$ cat src/rtl/dac_ctrl.sv
`default_nettype none
// ============================================================================
// dac_ctrl : round-robin setpoint arbiter with tick-paced slew to the DAC word
// Rev 1.0
// ============================================================================
module dac_ctrl #(
    parameter int               WIDTH      = 8,
    parameter int               NREQ       = 4,
    parameter int               DIV_WIDTH  = 18,
    parameter logic [WIDTH-1:0] RESET_CODE = WIDTH'(128),
    parameter int               OW         = (NREQ > 1) ? $clog2(NREQ) : 1
) (
    input  logic                  clk,
    input  logic                  reset,
    input  logic [NREQ-1:0]       req,
    input  logic [NREQ*WIDTH-1:0] req_data,
    input  logic [DIV_WIDTH-1:0]  div,
    input  logic [WIDTH-1:0]      step,
    output logic [NREQ-1:0]       ack,
    output logic [OW-1:0]         owner,
    output logic                  busy,
    output logic                  dac_ena,
    output logic [WIDTH-1:0]      dac_data
);

    typedef enum logic [0:0] {
        IDLE = 1'b0,
        RAMP = 1'b1
    } state_t;

    state_t               state, state_n;
    logic [OW-1:0]        ptr, ptr_n;
    logic [DIV_WIDTH-1:0] cnt, cnt_n;
    logic [DIV_WIDTH-1:0] div_l, div_n;
    logic [WIDTH-1:0]     tgt, tgt_n;
    logic [WIDTH-1:0]     step_l, step_n;
    logic [WIDTH-1:0]     data_n;
    logic [NREQ-1:0]      ack_n;
    logic [OW-1:0]        owner_n;
    logic                 busy_n;

    logic                 found;
    logic [OW-1:0]        win;
    logic [OW-1:0]        idx;
    int                   sum;

    // First set request at or above the pointer, wrapping past NREQ-1.
    always_comb begin
        found = 1'b0;
        win   = '0;
        idx   = '0;
        sum   = 0;
        for (int i = 0; i < NREQ; i++) begin
            sum = int'(ptr) + i;
            if (sum >= NREQ) sum = sum - NREQ;
            idx = OW'(sum);
            if (!found && req[idx]) begin
                found = 1'b1;
                win   = idx;
            end
        end
    end

    logic [WIDTH-1:0] step_eff;
    logic [WIDTH-1:0] diff;
    logic [WIDTH-1:0] mv;
    logic             up;
    int               nxt;

    // Step size clamped to the remaining distance so the word never overshoots.
    always_comb begin
        step_eff = (step_l == '0) ? WIDTH'(1) : step_l;
        up       = (tgt > dac_data);
        diff     = up ? (tgt - dac_data) : (dac_data - tgt);
        mv       = (diff < step_eff) ? diff : step_eff;
    end

    always_comb begin
        state_n = state;
        data_n  = dac_data;
        ack_n   = '0;
        busy_n  = busy;
        owner_n = owner;
        ptr_n   = ptr;
        cnt_n   = cnt;
        tgt_n   = tgt;
        div_n   = div_l;
        step_n  = step_l;
        nxt     = 0;
        case (state)
            IDLE: begin
                if (found) begin
                    ack_n[win] = 1'b1;
                    owner_n    = win;
                    tgt_n      = req_data[int'(win)*WIDTH +: WIDTH];
                    div_n      = div;
                    step_n     = step;
                    busy_n     = 1'b1;
                    cnt_n      = '0;
                    nxt        = int'(win) + 1;
                    if (nxt >= NREQ) nxt = 0;
                    ptr_n      = OW'(nxt);
                    state_n    = RAMP;
                end
            end
            RAMP: begin
                if (dac_data == tgt) begin
                    state_n = IDLE;
                    busy_n  = 1'b0;
                end else if (cnt == div_l) begin
                    cnt_n  = '0;
                    data_n = up ? (dac_data + mv) : (dac_data - mv);
                end else begin
                    cnt_n = cnt + 1'b1;
                end
            end
            default: state_n = IDLE;
        endcase
    end

    always_ff @(posedge clk or negedge reset) begin
        if (!reset) begin
            state    <= IDLE;
            dac_data <= RESET_CODE;
            ack      <= '0;
            busy     <= 1'b0;
            owner    <= '0;
            ptr      <= '0;
            cnt      <= '0;
            tgt      <= '0;
            div_l    <= '0;
            step_l   <= '0;
            dac_ena  <= 1'b0;
        end else begin
            state    <= state_n;
            dac_data <= data_n;
            ack      <= ack_n;
            busy     <= busy_n;
            owner    <= owner_n;
            ptr      <= ptr_n;
            cnt      <= cnt_n;
            tgt      <= tgt_n;
            div_l    <= div_n;
            step_l   <= step_n;
            dac_ena  <= 1'b1;
        end
    end

endmodule
`default_nettype wire

$ cat config.mk
export PLATFORM = sky130hd
export DESIGN_NAME = dac_ctrl
export DESIGN_NICKNAME = d
export VERILOG_FILES = /design/src/rtl/dac_ctrl.sv
export SDC_FILE = /design/constraint.sdc
export NUM_CORES = 1
export LEC_CHECK = 0
export BUFFER_PORTS_ARGS = -buffer_cell sky130_fd_sc_hd__buf_2
export CAP_MARGIN = 20
export CORE_MARGIN = 2
export CORE_UTILIZATION = 52
export CTS_CLUSTER_SIZE = 40
export DETAILED_ROUTE_END_ITERATION = 8
export PLACE_DENSITY = 0.8
export SETUP_SLACK_MARGIN = 0.5
export SLEW_MARGIN = 20
export SYNTH_ARGS = -nofsm -noshare
export SYNTH_HDL_FRONTEND = slang
export SYNTH_SLANG_ARGS = --single-unit
$ cat constraint.sdc
create_clock -name clk -period 6.4 [get_ports clk]
set_input_delay 1.28 -clock clk [delete_from_list [all_inputs] [get_ports clk]]
set_output_delay 1.28 -clock clk [all_outputs]
set_load 0.1 [all_outputs]
==> flow_metrics.env <==
export IMPL_row_count=36
export IMPL_core_area_sq_um=9730
export IMPL_final_cells=883
export IMPL_num_nets_final=846
export IMPL_setup_viol=0
export IMPL_post_route_cell_area_sq_um=6560
export IMPL_start_util_pct=53.2
export IMPL_diodes=0
export IMPL_antenna_found_initial=0
export IMPL_grt_max_degree=72
export IMPL_yosys_warnings=0
export IMPL_layout_common_cells="nand2_1 (137), buf_2 (79), o21ai_0 (71)"
export IMPL_min_from="owner[0]$_DFFE_PN0P_"
export IMPL_layout_drive_gt1_share_pct=27.9
export IMPL_finalCritPeriodShare_pct=93.8
export IMPL_grt_pass1_wl_mm=22.5
export IMPL_drt_wl_total_mm=13.9
export IMPL_io_buffers=79
export IMPL_required_ns=6.67
export IMPL_slowest_stage="dfstp_4"
export IMPL_die_y_microns=104
export IMPL_arrival_ns=6.27
export IMPL_hpwl_mm=10.1
export IMPL_area_delta_synth_final_pct=26.7
export IMPL_r2r_setup_slack_ns=0.40
export IMPL_overflow=0
export IMPL_rsz0062_at_grt="yes"
export IMPL_crit_fanout=7
export IMPL_r2r_cells=30
export IMPL_hp_class="reg -> reg"
export IMPL_fin_skew_ns=0.00937
export IMPL_synth_ff_type="dfrtp_1"
export IMPL_clk_insertion_delay_late_ns=0.35
export IMPL_start_kind="flop"
export IMPL_cts_root_buffer="clkbuf_8"
export IMPL_slowest_delay_ns=0.63
export IMPL_pin_count=80
export IMPL_grt_pass1_vias=4694
export IMPL_cts_buffers=9
export IMPL_place_inst=839
export IMPL_critPathCaptureType="flop"
export IMPL_clock_sinks=71
export IMPL_grt_total_usage_pct=25.6
export IMPL_r2r_start="dac_data[7]$_DFFE_PN1P_"
export IMPL_routedWlPerCell_microns=15.8
export IMPL_die_area_sq_um=10800
export IMPL_tightest_slew_ns=0.935
export IMPL_fin_tns_setup_ns=0
export IMPL_initialDrtViolationCount=200
export IMPL_fmax_mhz=167
export IMPL_worstHoldEndpoint="owner[0]$_DFFE_PN0P_"
export IMPL_place_area_sq_um=5800
export IMPL_worst_setup_path_type="reg -> reg"
export IMPL_via_per_inst=5.66
export IMPL_async_flop_share_pct=100
export IMPL_whs_ns=0.489
export IMPL_hold_depth=2
export IMPL_status="finished clean"
export IMPL_syn_inst=645
export IMPL_r2r_end="dac_data[7]$_DFFE_PN1P_"
export IMPL_fill_cells=790
export IMPL_synth_edff_count=0
export IMPL_layout_commonest_cell="nand2_1"
export IMPL_htreeDepth=3
export IMPL_synth_cell_types=63
export IMPL_synthesis_nets=745
export IMPL_synth_area_sq_um=5170
export IMPL_gp_congestion=0.937
export IMPL_detail_route_antenna_nets=0
export IMPL_maxSlewViolCount=0
export IMPL_cts_buffer_depth=2
export IMPL_maxCapViolCount=0
export IMPL_drcViolationCount=0
export IMPL_syn_area_per_cell_sq_um=8.02
export IMPL_ys_ff_latch=71
export IMPL_report_final_hold_viol_count=0
export IMPL_cts_tree="done"
export IMPL_yosysSeqAreaShare_pct=34.4
export IMPL_vias=4997
export IMPL_die_width_microns=104
export IMPL_clk_pin_slew_ns=0.08
export IMPL_relSlewSlack_pct=37.4
export IMPL_post_route_min_period_ns=6.00
export IMPL_drt_pre_antenna_iters=5
[cell usage after synthesis (3+ instances only)]
library cell | number | area, sq um
mux2i_1 | 7 | 70.1
o21a_1 | 4 | 30.0
dfrtp_1 | 70 | 1750
and2_1 | 5 | 31.3
clkbuf_1 | 19 | 71.3
nand2_1 | 142 | 533
buf_2 | 3 | 15.0
nor3_1 | 8 | 40.0
nand2b_1 | 8 | 50.1
o211ai_1 | 7 | 52.6
fa_1 | 3 | 60.1
xnor2_1 | 22 | 193
and4_1 | 3 | 26.3
o21ai_0 | 83 | 415
o21ai_1 | 3 | 15.0
nand3_1 | 34 | 170
nor2_1 | 26 | 97.6
xor2_1 | 14 | 123
ha_1 | 33 | 413
a21oi_1 | 24 | 120
inv_1 | 36 | 135
nand4_1 | 14 | 87.6
a21o_1 | 7 | 52.6
and3_1 | 14 | 87.6
a211oi_1 | 3 | 22.5
a31oi_1 | 3 | 18.8
[cells by family after synthesis]
family / synth area share [%]
AOI/OAI and AO/OA: 18.4
xor gates and xnor gates: 6.09
adders and majority gates: 9.14
buffers and inverters: 4.91
DFF: 34.4
muxes: 2.08
other: 0.0725
and+or+nand+nor: 25.0
[routing by layer]
metal / global-route usage, % / routed length (microns) / vias up
met5: 0 / 0 / -
met4: 10.0 / 435 / 0
met3: 3.65 / 569 / 33
met2: 43.5 / 6890 / 131
met1: 33.0 / 6050 / 2407
li1: - / - / 2426
[area by class of cell]
class                      instances  area (sq um)  share of cell area [%]
clock buffer                      10           138                    2.10
clock inverter                     5          58.8                   0.897
inverter                          37           141                    2.16
multi-input combinational        510          3510                    53.5
sequential                        71          1810                    27.5
tap                              133           166                    2.54
timing repair buffer             117           738                    11.3
[how the worst max path moves through the flow]
| stage | start | endpoint | slack, ns | depth (start not counted) |
|---|---|---|---|---|
| 2_1_floorplan | dac_data[7]$_DFFE_PN1P_ | dac_data[7]$_DFFE_PN1P_ | 0.36 | 26 |
| 3_3_place_gp | dac_data[2]$_DFFE_PN0P_ | dac_data[7]$_DFFE_PN1P_ | 0.32 | 25 |
| 3_5_place_dp | dac_data[2]$_DFFE_PN0P_ | dac_data[7]$_DFFE_PN1P_ | 0.13 | 25 |
| 4_1_cts | dac_data[7]$_DFFE_PN1P_ | dac_data[7]$_DFFE_PN1P_ | 0.50 | 28 |
| 5_1_grt | dac_data[7]$_DFFE_PN1P_ | dac_data[7]$_DFFE_PN1P_ | 0.15 | 29 |
| 6_report | dac_data[7]$_DFFE_PN1P_ | dac_data[7]$_DFFE_PN1P_ | 0.40 | 30 |
[worst max-delay path, delay by kind of cell, from the launching register on]
family          cells  cell delay [ns]
compound gates     10             1.66
xor+xnor            2             0.31
fa+ha+maj           3             0.84
buf+inv             4             0.46
flops               1             0.63
mux                 2             0.47
simple gates        9             1.56
[state kept, by name, indices dropped and copies added, names as in the netlist, named ones only]
signal,cells
div_l,18
dac_data,8
tgt,8
ptr,1
cnt,18
step_l,8
ack,4
dac_ena,1
state,1
busy,1
owner,2
[timing repair]
| action | in CTS | in global routing |
|---|---|---|
| gates cloned | 1 | 0 |
| resized for setup | 41 | 32 |
| hold buffers | 0 | 0 |
| pin swaps | 26 | 31 |
| setup buffers | 13 | 14 |
| endpoints found under the setup margin | 2 | 2 |
[stage by stage]
step / util, % / setup slack (ns)
after floorplan: - / 0.359
after global placement: 59.6 / 0.318
after detailed placement: 59.6 / 0.135
after CTS: 64.9 / 0.503
after global routing: 67.4 / 0.147
final: 67.4 / 0.399
Power is not shown: default switching activity piles up to over one toggle a cycle in this logic, so the estimate is an artifact.
